**src/rtl/unified_mem_arbiter_if.sv**
```systemverilog
// CPU fetch/data ports and shared-memory bus of the unified memory arbiter.
// slave = arbiter side, master = CPU pipeline plus memory as seen from outside.
interface unified_mem_arbiter_if #(
    parameter int ADDR_W = 32,
    parameter int DATA_W = 32
);
    logic              if_req;
    logic [ADDR_W-1:0] if_addr;
    logic [DATA_W-1:0] if_rdata;
    logic              if_valid;
    logic              d_rd_en;
    logic              d_wr_en;
    logic [ADDR_W-1:0] d_addr;
    logic [DATA_W-1:0] d_wdata;
    logic [2:0]        d_type;
    logic [DATA_W-1:0] d_rdata;
    logic              d_valid;
    logic              stall;
    logic              mem_req;
    logic              mem_we;
    logic [ADDR_W-1:0] mem_addr;
    logic [DATA_W-1:0] mem_wdata;
    logic [2:0]        mem_type;
    logic              mem_ack;
    logic [DATA_W-1:0] mem_rdata;
    logic              timeout_err;

    modport slave (
        input  if_req, if_addr, d_rd_en, d_wr_en, d_addr, d_wdata, d_type, mem_ack, mem_rdata,
        output if_rdata, if_valid, d_rdata, d_valid, stall,
        output mem_req, mem_we, mem_addr, mem_wdata, mem_type, timeout_err
    );

    modport master (
        output if_req, if_addr, d_rd_en, d_wr_en, d_addr, d_wdata, d_type, mem_ack, mem_rdata,
        input  if_rdata, if_valid, d_rdata, d_valid, stall,
        input  mem_req, mem_we, mem_addr, mem_wdata, mem_type, timeout_err
    );
endinterface

```
**src/rtl/unified_mem_arbiter.sv**
```systemverilog
// Shares one variable-latency memory between fetch and data ports; data wins, fetch gets a turn after STARVE_LIM data grants.
// Request-to-valid is ack latency + 1 (min 2 cycles); stall holds the pipeline until its x_valid pulse.
module unified_mem_arbiter #(
    parameter int ADDR_W     = 32,
    parameter int DATA_W     = 32,
    parameter int MAX_WAIT   = 15,
    parameter int STARVE_LIM = 4
) (
    input  logic                  i_clk,
    input  logic                  i_rst_n,
    unified_mem_arbiter_if.slave  bus
);
    localparam int WAIT_W   = $clog2(MAX_WAIT + 1);
    localparam int STARVE_W = $clog2(STARVE_LIM + 1);

    typedef enum logic [1:0] {IDLE, BUSY_IF, BUSY_D} state_t;

    state_t              r_state;
    state_t              w_state_nxt;
    logic [WAIT_W-1:0]   r_wait;
    logic [WAIT_W-1:0]   w_wait_nxt;
    logic [STARVE_W-1:0] r_starve;
    logic [STARVE_W-1:0] w_starve_nxt;

    logic              r_we;
    logic [ADDR_W-1:0] r_addr;
    logic [DATA_W-1:0] r_wdata;
    logic [2:0]        r_type;
    logic [DATA_W-1:0] r_if_rdata;
    logic [DATA_W-1:0] r_d_rdata;
    logic              r_if_valid;
    logic              r_d_valid;
    logic              r_timeout;

    logic w_d_req;
    logic w_if_elig;
    logic w_d_elig;
    logic w_starved;
    logic w_grant_if;
    logic w_grant_d;
    logic w_busy;
    logic w_done;
    logic w_abort;
    logic w_end;

    // A port whose valid is high is ineligible; if that port is data and still
    // requesting, fetch does not sneak in unless it is starved.
    assign w_d_req    = bus.d_rd_en | bus.d_wr_en;
    assign w_if_elig  = bus.if_req & ~r_if_valid;
    assign w_d_elig   = w_d_req & ~r_d_valid;
    assign w_starved  = w_if_elig & (r_starve == STARVE_W'(STARVE_LIM));
    assign w_grant_if = (r_state == IDLE) & w_if_elig & (w_starved | ~w_d_req);
    assign w_grant_d  = (r_state == IDLE) & w_d_elig & ~w_starved;

    assign w_busy  = (r_state != IDLE);
    assign w_done  = w_busy & bus.mem_ack;
    assign w_abort = w_busy & ~bus.mem_ack & (r_wait == WAIT_W'(MAX_WAIT - 1));
    assign w_end   = w_done | w_abort;

    always_ff @(posedge i_clk or negedge i_rst_n) begin
        if (!i_rst_n) begin
            r_state  <= IDLE;
            r_wait   <= '0;
            r_starve <= '0;
        end else begin
            r_state  <= w_state_nxt;
            r_wait   <= w_wait_nxt;
            r_starve <= w_starve_nxt;
        end
    end

    always_comb begin
        w_state_nxt  = r_state;
        w_wait_nxt   = '0;
        w_starve_nxt = r_starve;
        unique case (r_state)
            IDLE: begin
                if (w_grant_d) begin
                    w_state_nxt = BUSY_D;
                end else if (w_grant_if) begin
                    w_state_nxt = BUSY_IF;
                end
            end
            BUSY_IF, BUSY_D: begin
                if (w_end) begin
                    w_state_nxt = IDLE;
                end else begin
                    w_wait_nxt = r_wait + WAIT_W'(1);
                end
            end
            default: w_state_nxt = IDLE;
        endcase
        if (w_grant_if) begin
            w_starve_nxt = '0;
        end else if (w_grant_d && bus.if_req && (r_starve != STARVE_W'(STARVE_LIM))) begin
            w_starve_nxt = r_starve + STARVE_W'(1);
        end
    end

    always_ff @(posedge i_clk or negedge i_rst_n) begin
        if (!i_rst_n) begin
            r_we       <= 1'b0;
            r_addr     <= '0;
            r_wdata    <= '0;
            r_type     <= '0;
            r_if_rdata <= '0;
            r_d_rdata  <= '0;
            r_if_valid <= 1'b0;
            r_d_valid  <= 1'b0;
            r_timeout  <= 1'b0;
        end else begin
            r_if_valid <= (r_state == BUSY_IF) & w_end;
            r_d_valid  <= (r_state == BUSY_D) & w_end;
            if (w_abort) begin
                r_timeout <= 1'b1;
            end
            if ((r_state == BUSY_IF) && w_end) begin
                r_if_rdata <= w_done ? bus.mem_rdata : '0;
            end
            // Stores leave the load data register untouched, even on abort.
            if ((r_state == BUSY_D) && w_end && !r_we) begin
                r_d_rdata <= w_done ? bus.mem_rdata : '0;
            end
            if (w_grant_d) begin
                r_we    <= bus.d_wr_en;
                r_addr  <= bus.d_addr;
                r_wdata <= bus.d_wr_en ? bus.d_wdata : '0;
                r_type  <= bus.d_type;
            end else if (w_grant_if) begin
                r_we    <= 1'b0;
                r_addr  <= bus.if_addr;
                r_wdata <= '0;
                r_type  <= 3'b010;
            end
        end
    end

    assign bus.mem_req     = w_busy;
    assign bus.mem_we      = r_we;
    assign bus.mem_addr    = r_addr;
    assign bus.mem_wdata   = r_wdata;
    assign bus.mem_type    = r_type;
    assign bus.if_rdata    = r_if_rdata;
    assign bus.if_valid    = r_if_valid;
    assign bus.d_rdata     = r_d_rdata;
    assign bus.d_valid     = r_d_valid;
    assign bus.timeout_err = r_timeout;
    assign bus.stall       = (bus.if_req & ~r_if_valid) | (w_d_req & ~r_d_valid);
endmodule

```
**src/flat_wrapper.sv**
```systemverilog
// flat-port wrapper written by rule: the top's interface ports become plain ports
module unified_mem_arbiter_flat 
#(
    parameter int ADDR_W     = 32,
    parameter int DATA_W     = 32,
    parameter int MAX_WAIT   = 15,
    parameter int STARVE_LIM = 4
)
  (i_clk, i_rst_n, bus_if_req, bus_if_addr, bus_d_rd_en, bus_d_wr_en, bus_d_addr, bus_d_wdata, bus_d_type, bus_mem_ack, bus_mem_rdata, bus_if_rdata, bus_if_valid, bus_d_rdata, bus_d_valid, bus_stall, bus_mem_req, bus_mem_we, bus_mem_addr, bus_mem_wdata, bus_mem_type, bus_timeout_err);
  unified_mem_arbiter_if #(.ADDR_W(ADDR_W), .DATA_W(DATA_W)) bus_i ();
  input  logic i_clk;
  input  logic i_rst_n;
  input wire logic [$bits(bus_i.if_req)-1:0] bus_if_req;
  input wire logic [$bits(bus_i.if_addr)-1:0] bus_if_addr;
  input wire logic [$bits(bus_i.d_rd_en)-1:0] bus_d_rd_en;
  input wire logic [$bits(bus_i.d_wr_en)-1:0] bus_d_wr_en;
  input wire logic [$bits(bus_i.d_addr)-1:0] bus_d_addr;
  input wire logic [$bits(bus_i.d_wdata)-1:0] bus_d_wdata;
  input wire logic [$bits(bus_i.d_type)-1:0] bus_d_type;
  input wire logic [$bits(bus_i.mem_ack)-1:0] bus_mem_ack;
  input wire logic [$bits(bus_i.mem_rdata)-1:0] bus_mem_rdata;
  output wire logic [$bits(bus_i.if_rdata)-1:0] bus_if_rdata;
  output wire logic [$bits(bus_i.if_valid)-1:0] bus_if_valid;
  output wire logic [$bits(bus_i.d_rdata)-1:0] bus_d_rdata;
  output wire logic [$bits(bus_i.d_valid)-1:0] bus_d_valid;
  output wire logic [$bits(bus_i.stall)-1:0] bus_stall;
  output wire logic [$bits(bus_i.mem_req)-1:0] bus_mem_req;
  output wire logic [$bits(bus_i.mem_we)-1:0] bus_mem_we;
  output wire logic [$bits(bus_i.mem_addr)-1:0] bus_mem_addr;
  output wire logic [$bits(bus_i.mem_wdata)-1:0] bus_mem_wdata;
  output wire logic [$bits(bus_i.mem_type)-1:0] bus_mem_type;
  output wire logic [$bits(bus_i.timeout_err)-1:0] bus_timeout_err;
  assign bus_i.if_req = bus_if_req;
  assign bus_i.if_addr = bus_if_addr;
  assign bus_i.d_rd_en = bus_d_rd_en;
  assign bus_i.d_wr_en = bus_d_wr_en;
  assign bus_i.d_addr = bus_d_addr;
  assign bus_i.d_wdata = bus_d_wdata;
  assign bus_i.d_type = bus_d_type;
  assign bus_i.mem_ack = bus_mem_ack;
  assign bus_i.mem_rdata = bus_mem_rdata;
  assign bus_if_rdata = bus_i.if_rdata;
  assign bus_if_valid = bus_i.if_valid;
  assign bus_d_rdata = bus_i.d_rdata;
  assign bus_d_valid = bus_i.d_valid;
  assign bus_stall = bus_i.stall;
  assign bus_mem_req = bus_i.mem_req;
  assign bus_mem_we = bus_i.mem_we;
  assign bus_mem_addr = bus_i.mem_addr;
  assign bus_mem_wdata = bus_i.mem_wdata;
  assign bus_mem_type = bus_i.mem_type;
  assign bus_timeout_err = bus_i.timeout_err;
  unified_mem_arbiter #(.ADDR_W(ADDR_W), .DATA_W(DATA_W), .MAX_WAIT(MAX_WAIT), .STARVE_LIM(STARVE_LIM)) u_core (.i_clk(i_clk), .i_rst_n(i_rst_n), .bus(bus_i));
endmodule
```
**config.mk**
```make
export PLATFORM = sky130hd
export DESIGN_NAME = unified_mem_arbiter_flat
export DESIGN_NICKNAME = d
export VERILOG_FILES = /design/src/rtl/unified_mem_arbiter_if.sv /design/src/rtl/unified_mem_arbiter.sv /design/src/flat_wrapper.sv
export SDC_FILE = /design/constraint.sdc
export NUM_CORES = 1
export LEC_CHECK = 0
export BUFFER_PORTS_ARGS = -buffer_cell sky130_fd_sc_hd__buf_2
export CAP_MARGIN = 0
export CORE_ASPECT_RATIO = 1.2
export CORE_MARGIN = 2
export CORE_UTILIZATION = 24
export CTS_CLUSTER_SIZE = 25
export DETAILED_ROUTE_END_ITERATION = 10
export GPL_ROUTABILITY_DRIVEN = 0
export SETUP_SLACK_MARGIN = 0.3
export SLEW_MARGIN = 0
export SYNTH_ARGS = -nofsm -noshare
export SYNTH_HDL_FRONTEND = slang
export SYNTH_SLANG_ARGS = --single-unit
```
**constraint.sdc**
```tcl
create_clock -name i_clk -period 1.6 [get_ports i_clk]
set_input_delay 0.08 -clock i_clk [delete_from_list [all_inputs] [get_ports i_clk]]
set_output_delay 0.08 -clock i_clk [all_outputs]
set_load 0.02 [all_outputs]
```
# Word-level counts from Yosys, hierarchy flattened
# Index checks and enable logic that the tools add are counted.
# Widths: inputs -> output; s select.
word_totals:
  input_bits: 137
  register_bits: 144
  out_inout_bits: 137
  wordCells: 72
op_classes:
  addsub: 2
  n_eq_ne: 7
  bitwise_logic: 21
  n_reduce_logical: 12
  muxes: 18
ops:
  columns: ["operator", "n"]
  rows:
  - ["$mux 32", 6]
  - ["$and 1x1->1", 12]
  - ["$mux 3", 4]
  - ["$mux 4", 2]
  - ["$mux 2", 3]
  - ["$reduce_bool 2->1", 3]
  - ["$logic_and 1x1->1", 5]
  - ["$not 1->1", 5]
  - ["$add 4x1->4 const B", 1]
  - ["$eq 4x4->1 const B", 1]
  - ["$or 1x1->1", 4]
  - ["$pmux 2 s2", 1]
  - ["$add 3x1->3 const B", 1]
  - ["$eq 3x3->1 const B", 1]
  - ["$ne 3x1->1 const B", 1]
  - ["$ne 3x3->1 const B", 1]
  - ["$eq 2x1->1 const B", 1]
  - ["$eq 2x2->1 const B", 1]
  - ["$logic_not 2->1", 1]
  - ["$mux 1", 2]
  - ["$ne 2x1->1 const B", 1]
  - ["$reduce_and 2->1", 1]
  - ["$reduce_or 2->1", 1]
  - ["$logic_not 1->1", 1]

# Depth between registers and ports, before layout
logic_depth:
  ltp_word: 9
  depth_mapped: 8
  depth_no_buf: 6

# Worst setup path before layout
# No wires, ideal clock.
synth_timing:
  path_kind: "register to register"
  start: "reg u_core.r_state[0]"
  end: "reg u_core.r_addr[10], in the netlist u_core.bus.mem_addr[10]"
  path_stages_with_launch: 7
  slack_ns: 0.011
  arrival_time_ns: 1.439
  n_path_buf: 3
  setup_ns: 0.150
  required_ns: 1.450
  period_less_slack_ns: 1.589
  path_cell_list: "dfrtp_1 -> inv_1 -> ha_1 -> buf_4 -> clkbuf_1 -> clkbuf_1 -> a41oi_1"
synth_via:
  elab_chain_cells: 4
  elab_cells_between_ends: 7
  classes_between: "1 x mux; 4 x bitwise; 2 x reduce/logical"
synth_rtl:
  columns: ["item", "line_no", "text"]
  rows:
  - ["start: declaration", "unified_mem_arbiter.sv:18", "state_t r_state;"]
  - ["start signal: assignment", "unified_mem_arbiter.sv:66", "r_state <= w_state_nxt;"]
  - ["$logic_not 2->1 *", "unified_mem_arbiter.sv:52, unified_mem_arbiter.sv:53", null]
  - ["$and 1x1->1 (on tied branches) (2 in series)", "unified_mem_arbiter.sv:53, unified_mem_arbiter.sv:52", null]
  - ["$mux 32 or $reduce_bool 2->1 (tied branches)", null, null]
  - ["end signal: assignment", "unified_mem_arbiter.sv:126", "r_addr <= bus.d_addr;"]
  - ["end signal: assignment", "unified_mem_arbiter.sv:131", "r_addr <= bus.if_addr;"]
  - ["end: declaration", "unified_mem_arbiter.sv:26", "logic [ADDR_W-1:0] r_addr;"]
# Mark *: on every way between the ends. The rest lies on a longest branch, timed or not.
# A chain may end at the register's enable or synchronous reset.

# Final worst setup path
layout_timing:
  start: "reg u_core.r_starve[1]"
  end: "reg u_core.r_addr[10], in the netlist u_core.bus.mem_addr[10]"
layout_via:
  elab_chain_cells: 5
  elab_cells_between_ends: 8
  classes_between: "1 x eq/ne; 1 x mux; 5 x bitwise; 1 x reduce/logical"
layout_rtl:
  columns: ["item", "line_no", "text"]
  rows:
  - ["start: declaration", "unified_mem_arbiter.sv:22", "logic [STARVE_W-1:0] r_starve;"]
  - ["start signal: assignment", "unified_mem_arbiter.sv:68", "r_starve <= w_starve_nxt;"]
  - ["$eq 3x3->1 *", "unified_mem_arbiter.sv:51", "assign w_starved = w_if_elig & (r_starve == STARVE_W'(STARVE_LIM));"]
  - ["$and 1x1->1 *", "unified_mem_arbiter.sv:51", null]
  - ["$or 1x1->1 or $not 1->1 (tied branches)", "unified_mem_arbiter.sv:52, unified_mem_arbiter.sv:53", null]
  - ["$and 1x1->1 (on tied branches)", "unified_mem_arbiter.sv:52, unified_mem_arbiter.sv:53", null]
  - ["$reduce_bool 2->1 (no source line) or $mux 32 (tied branches)", null, null]
# Marks and branches as above.

==> reports/metrics.cfg <==
[synthesis]
syn_nets=621
synthCells=477
yosys-top-cells-area=dfrtp_1, a22o_1, a41oi_1
synth_mux_area_share_pct=0.172
synth-seq-area-share_pct=62.1
yosysTopAreaCell=dfrtp_1
netlist_area_mm2=0.00581
syn_area_per_cell_um2=12.2
synth_compound_area_share_pct=24.1
yosysWarnings=0
synth_cell_types=40
synth_top_area_share_pct=62.1
synth-simple-area-share_pct=7.18
synthAdderAreaFrac_pct=1.51
synth_top_family_by_area=compound AO/OA/AOI/OAI gates
synth-edff-count=0
synth_async_sr_flop_share_pct=100
synth-xor-area-share_pct=0.453
synth-main-ff-cell=dfrtp_1
ys_seq_elements=144

[power_and_ir_drop]
power_density_mw_per_mm2=2010
pwr-share-clk_pct=20.3
p_int_mw=12.2
power.total_mw=20.7
netSwitchingPower_mw=8.48
comb_power_share_pct=48.7
swShare_pct=41.1
leakagePower_nw=4.98
peakVddDrop_v=0.000995
p_seq_share_pct=31.1

[timing]
worst_slew_pin_slew_ps=485
finalCritPeriodShare_pct=103
setup_viol_count_final=45
fin_worst_skew_ps=19.6
clock.fmax_mhz=607
slew_headroom_pct=67.7
setup_ws_ps=-46.6
min_period_ps=1650
hold_viol_final=0
grt_setup_unrepaired=true
drv_slew=0
whs_ps=87.3

[place]
io_buffers=273
hpwl_um=12000
placed_area_mm2=0.00776
dp_worst_setup_slack_ps=-42.5

[clock_network]
cts_tree=done
insertion_delay_ps=430
cts_root_buf=clkbuf_16
clk_pin_slew_ps=70
cts_buffer_depth=2
cts_made_buffers=17
h-tree-depth=4
cts.sinks=144

[status]
violations=setup timing
status=finished, violations left

[floorplanning]
io_pins=274
die_x_um=146
core_mm2=0.0239
start_util_pct=24.3
row_count=62
die_h_um=174
die_area_mm2=0.0255

[drt]
wl_met1_um=8510
routedWlPerCell_um=16.6
num_vias=5851
dr_wl_met2_um=10100
wl_met3_um=1500
firstDrtPassIters=4
wl_um=20700
ant_nets=0
remaining_drc_errors=0
vias_per_cell=4.70
drt_iter0_drc=250
highest_layer=met5

[grt]
grt_pass1_vias=5942
grt_use_total_pct=15.6
overflow=0
antenna_found_initial=3
grt_first_pass_wirelength_um=31700
grt_max_degree=68

[critical_path]
required_ps=1920
end_kind=flip-flop
critPathMaxFanout=46
worstSetupStartpointType=flip-flop
arrival_ps=1970
setup.worst_path.class=reg -> reg

[final_layout]
final_nets=1054
final_cell_area_mm2=0.0103
syn_to_final_growth_pct=76.8
drive_above_1_share_pct=43.3

[worst_hold_path]
hold_class=in -> reg

[job]
drv_cap=0

==> state kept, by name, indices dropped and copies added (netlist names), 2 cells and up <==
register / flops
u_core.bus.d_rdata: 32
u_core.bus.if_rdata: 32
u_core.bus.mem_addr: 32
u_core.bus.mem_wdata: 32
u_core.r_wait: 4
u_core.bus.mem_type: 3
u_core.r_starve: 3
u_core.r_state: 2
==> worst paths after layout <==
path	start	to	slack, ps	cells past startpoint
max	u_core.r_starve[1]	u_core.bus.mem_addr[10]	-50	7
min	bus_if_req	u_core.r_starve[2]	90	3
max reg2reg	u_core.r_starve[1]	u_core.bus.mem_addr[10]	-50	7
min reg2reg	u_core.bus.timeout_err	u_core.bus.timeout_err	480	1
max in group asynchronous	i_rst_n	u_core.bus.mem_wdata[24]	870	3
min in group asynchronous	i_rst_n	u_core.bus.if_rdata[15]	140	2
==> through the flow <==
| stage | setup TNS [ps] | cells | util [%] |
|---|---|---|---|
| floorplan | 0 | 477 | - |
| global route | -8090 | 1244 | 42.9 |
| detailed placement | -590 | 1052 | 32.5 |
| CTS | -189 | 1231 | 41.9 |
| finish | -609 | 1245 | 43.0 |
| global placement | -11.3 | 1052 | 32.5 |
==> kinds of logic (layout without fill, tap and decap cells) <==
kind of cell,after synthesis,in the layout
muxes,1,1
xor gates and xnor gates,3,3
adders and majority gates,7,7
other,0,2
and+or+nand+nor,96,96
DFF,144,144
AOI/OAI and AO/OA,175,175
buffers and inverters,51,497
==> power by group through the flow <==
| stage | sequential, mW | combinational [mW] | clock (mW) |
|---|---|---|---|
| after floorplan | 8.36 | 3.70 | 0 |
| after global placement | 6.42 | 8.67 | 0 |
| after detailed placement | 6.39 | 8.79 | 0 |
| after CTS | 6.37 | 9.49 | 4.34 |
| after global routing | 6.63 | 10.7 | 4.50 |
| final | 6.41 | 10.1 | 4.19 |
==> synth_stat cells, types with 2 or more instances <==
| cell | count |
|---|---|
| dfrtp_1 | 144 |
| a22o_1 | 98 |
| nand2_1 | 67 |
| a21oi_1 | 34 |
| a41oi_1 | 32 |
| buf_2 | 26 |
| nor2_1 | 11 |
| clkbuf_1 | 9 |
| ha_1 | 7 |
| inv_1 | 7 |
| buf_4 | 6 |
| and3_1 | 3 |
| a31oi_1 | 2 |
| buf_6 | 2 |
| nand3b_1 | 2 |
| nor3_1 | 2 |
| xnor2_1 | 2 |
==> metal layers <==
layer  track usage [%]  up-vias
met5                 0        -
met4              6.76        2
met3              4.65       51
met2              25.7      265
met1              19.0     2877
li1                  -     2656
==> final cells by class <==
| type | instances | area [um^2] |
|---|---|---|
| fillers | 2223 | 13600 |
| flip-flops and latches | 144 | 3610 |
| repair buffers | 457 | 3400 |
| multi-input cells | 282 | 2200 |
| clock buffers | 17 | 425 |
| well taps | 320 | 400 |
| clock inverters | 15 | 193 |
| inverters | 8 | 35.0 |
| diodes | 2 | 5.00 |
==> placed cells by master, fill, tap and decap left out, drive strengths merged, types with 3 or more instances in the layout <==
| cell | n |
|---|---|
| clkinv | 3 |
| a21oi | 34 |
| dlygate4sd3 | 132 |
| nor2 | 11 |
| a41oi | 32 |
| buf | 323 |
| inv | 17 |
| and3 | 3 |
| a22o | 98 |
| clkbuf | 19 |
| ha | 7 |
| dfrtp | 144 |
| nand2 | 68 |
==> critical path, stage by stage (launching register included) <==
cell       delay, ps
dfrtp_1          390
inv_2             70
ha_4             160
a2bb2oi_4         70
o22ai_4          240
buf_12           270
a21oi_1          130
a41oi_2          190
==> timing repair <==
action | in CTS | in global routing
cloned | 2 | 2
hold buffers | 132 | 0
setup endpoints to repair | 144 | 143
hold endpoints to repair | 262 | 0
setup buffers | 13 | 10
pin swaps | 23 | 7
resized for setup | 32 | 29
(Power assumes the default switching activity.)
